$ cat src/rtl/pipe_stage_skid_pkg.sv
// Shared definitions for pipe_* stages: state encoding and default widths.
package pipe_stage_skid_pkg;

    localparam int unsigned DATA_W_DEF = 32;
    localparam int unsigned CTRL_W_DEF = 3;
    localparam int unsigned DEST_W_DEF = 5;
    localparam int unsigned CNT_W_DEF  = 16;

    typedef enum logic [1:0] {
        ST_EMPTY = 2'b00,
        ST_ONE   = 2'b01,
        ST_FULL  = 2'b10
    } state_t;

endpackage

$ cat src/rtl/pipe_stage_skid.sv
// Pipeline register stage with one-entry skid buffer; in_ready is registered
// so there is no combinational path from out_ready back upstream.
module pipe_stage_skid
    import pipe_stage_skid_pkg::*;
#(
    parameter int unsigned DATA_W = DATA_W_DEF,
    parameter int unsigned CTRL_W = CTRL_W_DEF,
    parameter int unsigned DEST_W = DEST_W_DEF,
    parameter int unsigned CNT_W  = CNT_W_DEF
) (
    input  logic              clk,
    input  logic              rst_n,
    input  logic              in_valid,
    output logic              in_ready,
    input  logic [CTRL_W-1:0] in_ctrl,
    input  logic [DATA_W-1:0] in_rdata,
    input  logic [DATA_W-1:0] in_alu,
    input  logic [DEST_W-1:0] in_dest,
    input  logic              flush,
    output logic              out_valid,
    input  logic              out_ready,
    output logic [CTRL_W-1:0] o_ctrl,
    output logic [DATA_W-1:0] o_rdata,
    output logic [DATA_W-1:0] o_alu,
    output logic [DEST_W-1:0] o_dest,
    output logic [CNT_W-1:0]  stall_cnt
);

    localparam int unsigned PAY_W    = CTRL_W + 2 * DATA_W + DEST_W;
    localparam int unsigned CTRL_LSB = 2 * DATA_W + DEST_W;

    state_t             state_q, state_d;
    logic [PAY_W-1:0]   main_q, main_d;
    logic [PAY_W-1:0]   skid_q, skid_d;
    logic [PAY_W-1:0]   in_pay;
    logic               in_ready_q;
    logic               out_valid_q;
    logic [CNT_W-1:0]   cnt_q, cnt_d;
    logic               in_xfer;
    logic               out_xfer;

    assign in_pay   = {in_ctrl, in_rdata, in_alu, in_dest};
    assign in_xfer  = in_valid && in_ready_q;
    assign out_xfer = out_valid_q && out_ready;

    // Next state and storage; entering EMPTY zeroes the control flags so a
    // bubble never carries RegWrite/MemRead, while data fields keep their value.
    always_comb begin
        state_d = state_q;
        main_d  = main_q;
        skid_d  = skid_q;
        if (flush) begin
            state_d = ST_EMPTY;
            main_d  = {{CTRL_W{1'b0}}, main_q[CTRL_LSB-1:0]};
        end else begin
            case (state_q)
                ST_EMPTY: begin
                    if (in_xfer) begin
                        state_d = ST_ONE;
                        main_d  = in_pay;
                    end
                end
                ST_ONE: begin
                    if (in_xfer && out_xfer) begin
                        main_d = in_pay;
                    end else if (in_xfer) begin
                        state_d = ST_FULL;
                        skid_d  = in_pay;
                    end else if (out_xfer) begin
                        state_d = ST_EMPTY;
                        main_d  = {{CTRL_W{1'b0}}, main_q[CTRL_LSB-1:0]};
                    end
                end
                ST_FULL: begin
                    if (out_xfer) begin
                        state_d = ST_ONE;
                        main_d  = skid_q;
                    end
                end
                default: state_d = ST_EMPTY;
            endcase
        end
    end

    // Saturating stall counter
    always_comb begin
        cnt_d = cnt_q;
        if (out_valid_q && !out_ready && (cnt_q != {CNT_W{1'b1}})) begin
            cnt_d = cnt_q + CNT_W'(1);
        end
    end

    always_ff @(posedge clk or negedge rst_n) begin
        if (!rst_n) begin
            state_q     <= ST_EMPTY;
            main_q      <= '0;
            skid_q      <= '0;
            in_ready_q  <= 1'b0;
            out_valid_q <= 1'b0;
            cnt_q       <= '0;
        end else begin
            state_q     <= state_d;
            main_q      <= main_d;
            skid_q      <= skid_d;
            in_ready_q  <= (state_d != ST_FULL);
            out_valid_q <= (state_d != ST_EMPTY);
            cnt_q       <= cnt_d;
        end
    end

    assign in_ready  = in_ready_q;
    assign out_valid = out_valid_q;
    assign stall_cnt = cnt_q;
    assign o_ctrl    = main_q[PAY_W-1:CTRL_LSB];
    assign o_rdata   = main_q[DEST_W+DATA_W +: DATA_W];
    assign o_alu     = main_q[DEST_W +: DATA_W];
    assign o_dest    = main_q[DEST_W-1:0];

endmodule

$ cat config.mk
export PLATFORM = sky130hd
export DESIGN_NAME = pipe_stage_skid
export DESIGN_NICKNAME = d
export VERILOG_FILES = /design/src/rtl/pipe_stage_skid_pkg.sv /design/src/rtl/pipe_stage_skid.sv
export SDC_FILE = /design/constraint.sdc
export NUM_CORES = 1
export LEC_CHECK = 0
export BUFFER_PORTS_ARGS = -buffer_cell sky130_fd_sc_hd__buf_2
export CORE_AREA = 2 2 120 122
export CTS_CLUSTER_DIAMETER = 50
export DETAILED_ROUTE_END_ITERATION = 12
export DIE_AREA = 0 0 122 124
export PLACE_DENSITY = 0.88
export RECOVER_POWER = 25
export SLEW_MARGIN = 40
export SYNTH_ARGS = -nofsm -noshare
export SYNTH_HDL_FRONTEND = slang
export SYNTH_SLANG_ARGS = --single-unit
export TNS_END_PERCENT = 1
$ cat constraint.sdc
create_clock -name clk -period 4.4 [get_ports clk]
set_clock_uncertainty 0.15 [all_clocks]
set_input_delay 0.22 -clock clk [delete_from_list [all_inputs] [get_ports clk]]
set_output_delay 0.22 -clock clk [all_outputs]
set_load 0.05 [all_outputs]
==> results.md <==
Clocking:
- In this run, CTS created clock tree buffers numbering 17.
- CTS built an H-tree with a depth of 4.
- Gates resized during post-CTS repair numbered 0.
- The clock insertion delay at the later pin of the skew report is 0.41 ns.
- The post-CTS clock slew at the launch and capture registers of the worst setup and hold paths is 0.06 ns.
- The CTS tree is yes.
- The cell at the root of the clock tree is clkbuf_16.
- The clock passes through at most 2 buffers.
- The total clock sinks is 164.

Placed design:
- The weighted congestion at the end of routability-driven global placement is 0.830.
- The placed wire-length estimate is 10.1 mm.
- The number of port buffers is 166.
- In this run the cell area measured after placement is 0.00788 mm².

Yosys:
- The net count after synthesis is 660.
- In this run the biggest area consumer among cell types represents 59.0% of the synthesized area.
- The async set or reset register ratio after synthesis is 100%.
- The number of library cell types mapped by synthesis is 39.
- Sorting the synthesized cells by how often they occur yields 164 x dfrtp_1, 77 x nor2_1, 73 x mux2_2.
- The count of mapped cells out of synthesis is 578.
- The synthesized area divided by synthesized cell count is 12.0 µm².
- Sorting the synthesized cells by area gives the leading types as dfrtp_1 59%, mux2_2 12%, a22oi_1 7.8%.
- The synthesized netlist occupies a cell area of 0.00695 mm².
- After synthesis the netlist holds a flip-flop and latch count of 164.
- The dominant cell by count in the synthesized netlist is dfrtp_1.
- The sequential fraction of the synthesis area is 59.0%.
- Yosys printed 0 warnings.
- The library cell with the largest summed area after synthesis is dfrtp_1.
- The number of enable flip-flop cells after synthesis is 0.
- The top flip-flop cell by instance count after synthesis is dfrtp_1.

Floorplanning:
- Row generation in the floorplan step produced 43 rows.
- The initial utilization of the core area, before any placement, comes to between 50% and 60%.
- The area enclosed by the die boundary is around 0.015 mm².
- The region available for standard cell placement spans approximately 0.014 mm².
- The die boundary height is 124 µm.
- The top-level port count is 167.
- The die width is 122 µm.

Cells and area:
- The number of antenna cells inserted is 0.
- Cells fill 67.2% of the core in the end.
- The number of nets in the finished design is just under 900.
- The proportion of layout cells with a drive suffix above 1 is 35.1%.
- Summing all non-filler instances in the final layout gives an area of approximately 0.0092 mm².
- The area growth from synthesis to layout is 32.7%.

Worst setup path:
- The buffer and inverter count on the worst path is 4.
- The element type at the critical path end is an asynchronous set/reset pin.
- The delay of the slowest cell on the worst path is about 1.8 ns.
- The critical path's top delay family is buffers and inverters.
- The class of the most critical setup path is in -> async.
- The data arrival time of the critical path is 3.37 ns.
- At the worst endpoint, the required time is 4.81 ns.
- The kind of start point of the critical path is a primary input.
- In this run the worst path has a maximum fanout of 66.
- For this design, the slowest cell found on the critical path is clkbuf_1.
- The critical path goes through dlygate4sd3_1 -> clkbuf_1 -> buf_16 -> buf_4.

Timing:
- The fmax is 337 MHz.
- Hold timing on the final database bottoms out at a slack of just under 0.06 ns.
- Setup violations remaining at the end of the flow were counted as 0.
- The final count of pins violating max slew was 46.
- The worst pin sits at a relative slew slack of -68.5%.
- The accumulated negative setup slack is 0 ns.
- The number of hold-slack violations in the final timing report was 0.
- The slew at the pin with the worst max-slew slack is 2.53 ns.
- Setup repair after global routing left no endpoint under its margin.
- The final critical-path required period is 2.97 ns.
- The post-route fraction of the period consumed by the critical path is 67.4%.

Outcome:
- The run finished, with violations left.
- The final reports fail on capacitance limit, slew limit.

Routing:
- The remaining design rule violation count is 0.
- The total via count in the routed design is approximately 5500.
- Wires add up to approximately 17 mm.
- In this run the remaining antenna-violating nets after routing total 0.
- After detailed routing, the number of vias per cell comes to 5.52.
- The first-pass iteration count of the detailed router is 5.
- For this block, the initial DRC count from the detailed router was between 400 and 500.
- After detailed routing, the average wire length per cell comes to 16.7 µm.

Pwr:
- After layout, the design draws a total of 6.65 mW.
- The peak supply drop is around 420 µV.
- In this run the power density over the cells is 721 mW/mm².
- In this run the static leakage power is 4.19 nW.

Global route:
- The initial antenna violation count is 0.
- The total congestion overflow is 0.
- The global-route wire length before repair is 26.8 mm.
- Global routing used 22.8% of the available tracks across all layers.
- Entering global routing, the biggest net connects 112 pins.
- The number of global-route vias before repair is 5558.

Min path:
- In this run the worst hold path is classified as in -> reg.

Job:
- The tool flagged a number of max-cap violations equal to 1.
sequential cells by signal, summed over array words and instances (netlist names):
signal	count
out_valid	1
skid_q	72
main_q	72
in_ready	1
stall_cnt	16
state_q	2
worst register-to-register path, delay by kind of cell, from the launching register on:
family	cells	cell delay, ns
AOI/OAI and AO/OA	2	0.43
adders and majority gates	1	0.35
buffers and inverters	2	0.66
DFF	1	0.40
and+or+nand+nor	1	0.64
final timing paths:
path / end / slack (ns) / cells after the start / startpoint
max: skid_q[69] / 1.43 / 4 / rst_n
min: state_q[1] / 0.06 / 3 / in_valid
max reg2reg: main_q[71] / 1.68 / 6 / state_q[0]
min reg2reg: stall_cnt[7] / 0.33 / 1 / stall_cnt[7]
max in group clk: main_q[71] / 1.68 / 6 / state_q[0]
min in group asynchronous: main_q[1] / 0.99 / 2 / rst_n
layout by cell type, fill, tap and decap left out, types with 5 or more instances in the layout:
cell	n
mux2_2	73
buf_4	10
nand4_1	9
dlygate4sd3_1	74
a22oi_1	72
xnor2_1	7
clkbuf_16	17
ha_1	5
a21oi_1	71
nand3_1	8
dfrtp_1	164
nand2_1	7
nor2_1	77
buf_2	165
where the power goes:
part	switching (mW)	leakage, nW	internal, mW
Combinational	1.85	1.97	0.798
Clock	0.571	0.279	0.877
Sequential	0.390	1.94	2.17
Total	2.81	4.19	3.84
logic make-up (layout without fill, tap and decap cells):
logic type	count (synthesis)	in the layout	share of synthesized area, %
DFF	164	164	59.0
AOI/OAI and AO/OA	162	162	15.1
and+or+nand+nor	121	121	8.10
muxes	73	73	11.8
buffers and inverters	42	287	3.62
xor gates and xnor gates	11	11	1.39
adders and majority gates	5	5	0.900
through the flow:
| stage | setup WS, ns | cells |
|---|---|---|
| 6_report | 1.43 | 1003 |
| 5_1_grt | 0.905 | 1003 |
| 4_1_cts | 1.69 | 1001 |
| 3_5_place_dp | 1.71 | 895 |
| 3_3_place_gp | 1.71 | 895 |
| 2_1_floorplan | 2.13 | 578 |
timing repair:
item | 4_1_cts | 5_1_grt
hold buffers | 74 | 0
buffers inserted | 0 | 0
endpoints found under the hold margin | 248 | 0
layout make-up:
| type | instances | area, µm² |
|---|---|---|
| clock buffer | 23 | 478 |
| clock inverter | 9 | 103 |
| fill | 1002 | 4490 |
| inverter | 3 | 11.3 |
| multi-input combinational | 372 | 2610 |
| sequential | 164 | 4100 |
| tap | 180 | 225 |
| timing repair buffer | 252 | 1690 |
metal layers:
layer	wire length (µm)	global-route usage (%)	share of wire (%)
met5	0	0	0
met3	941	5.63	5.6
met1	7030	27.9	42
met2	8440	38.6	50
met4	341	10.3	2.0
Note: power is estimated with default switching activity, not from simulation.
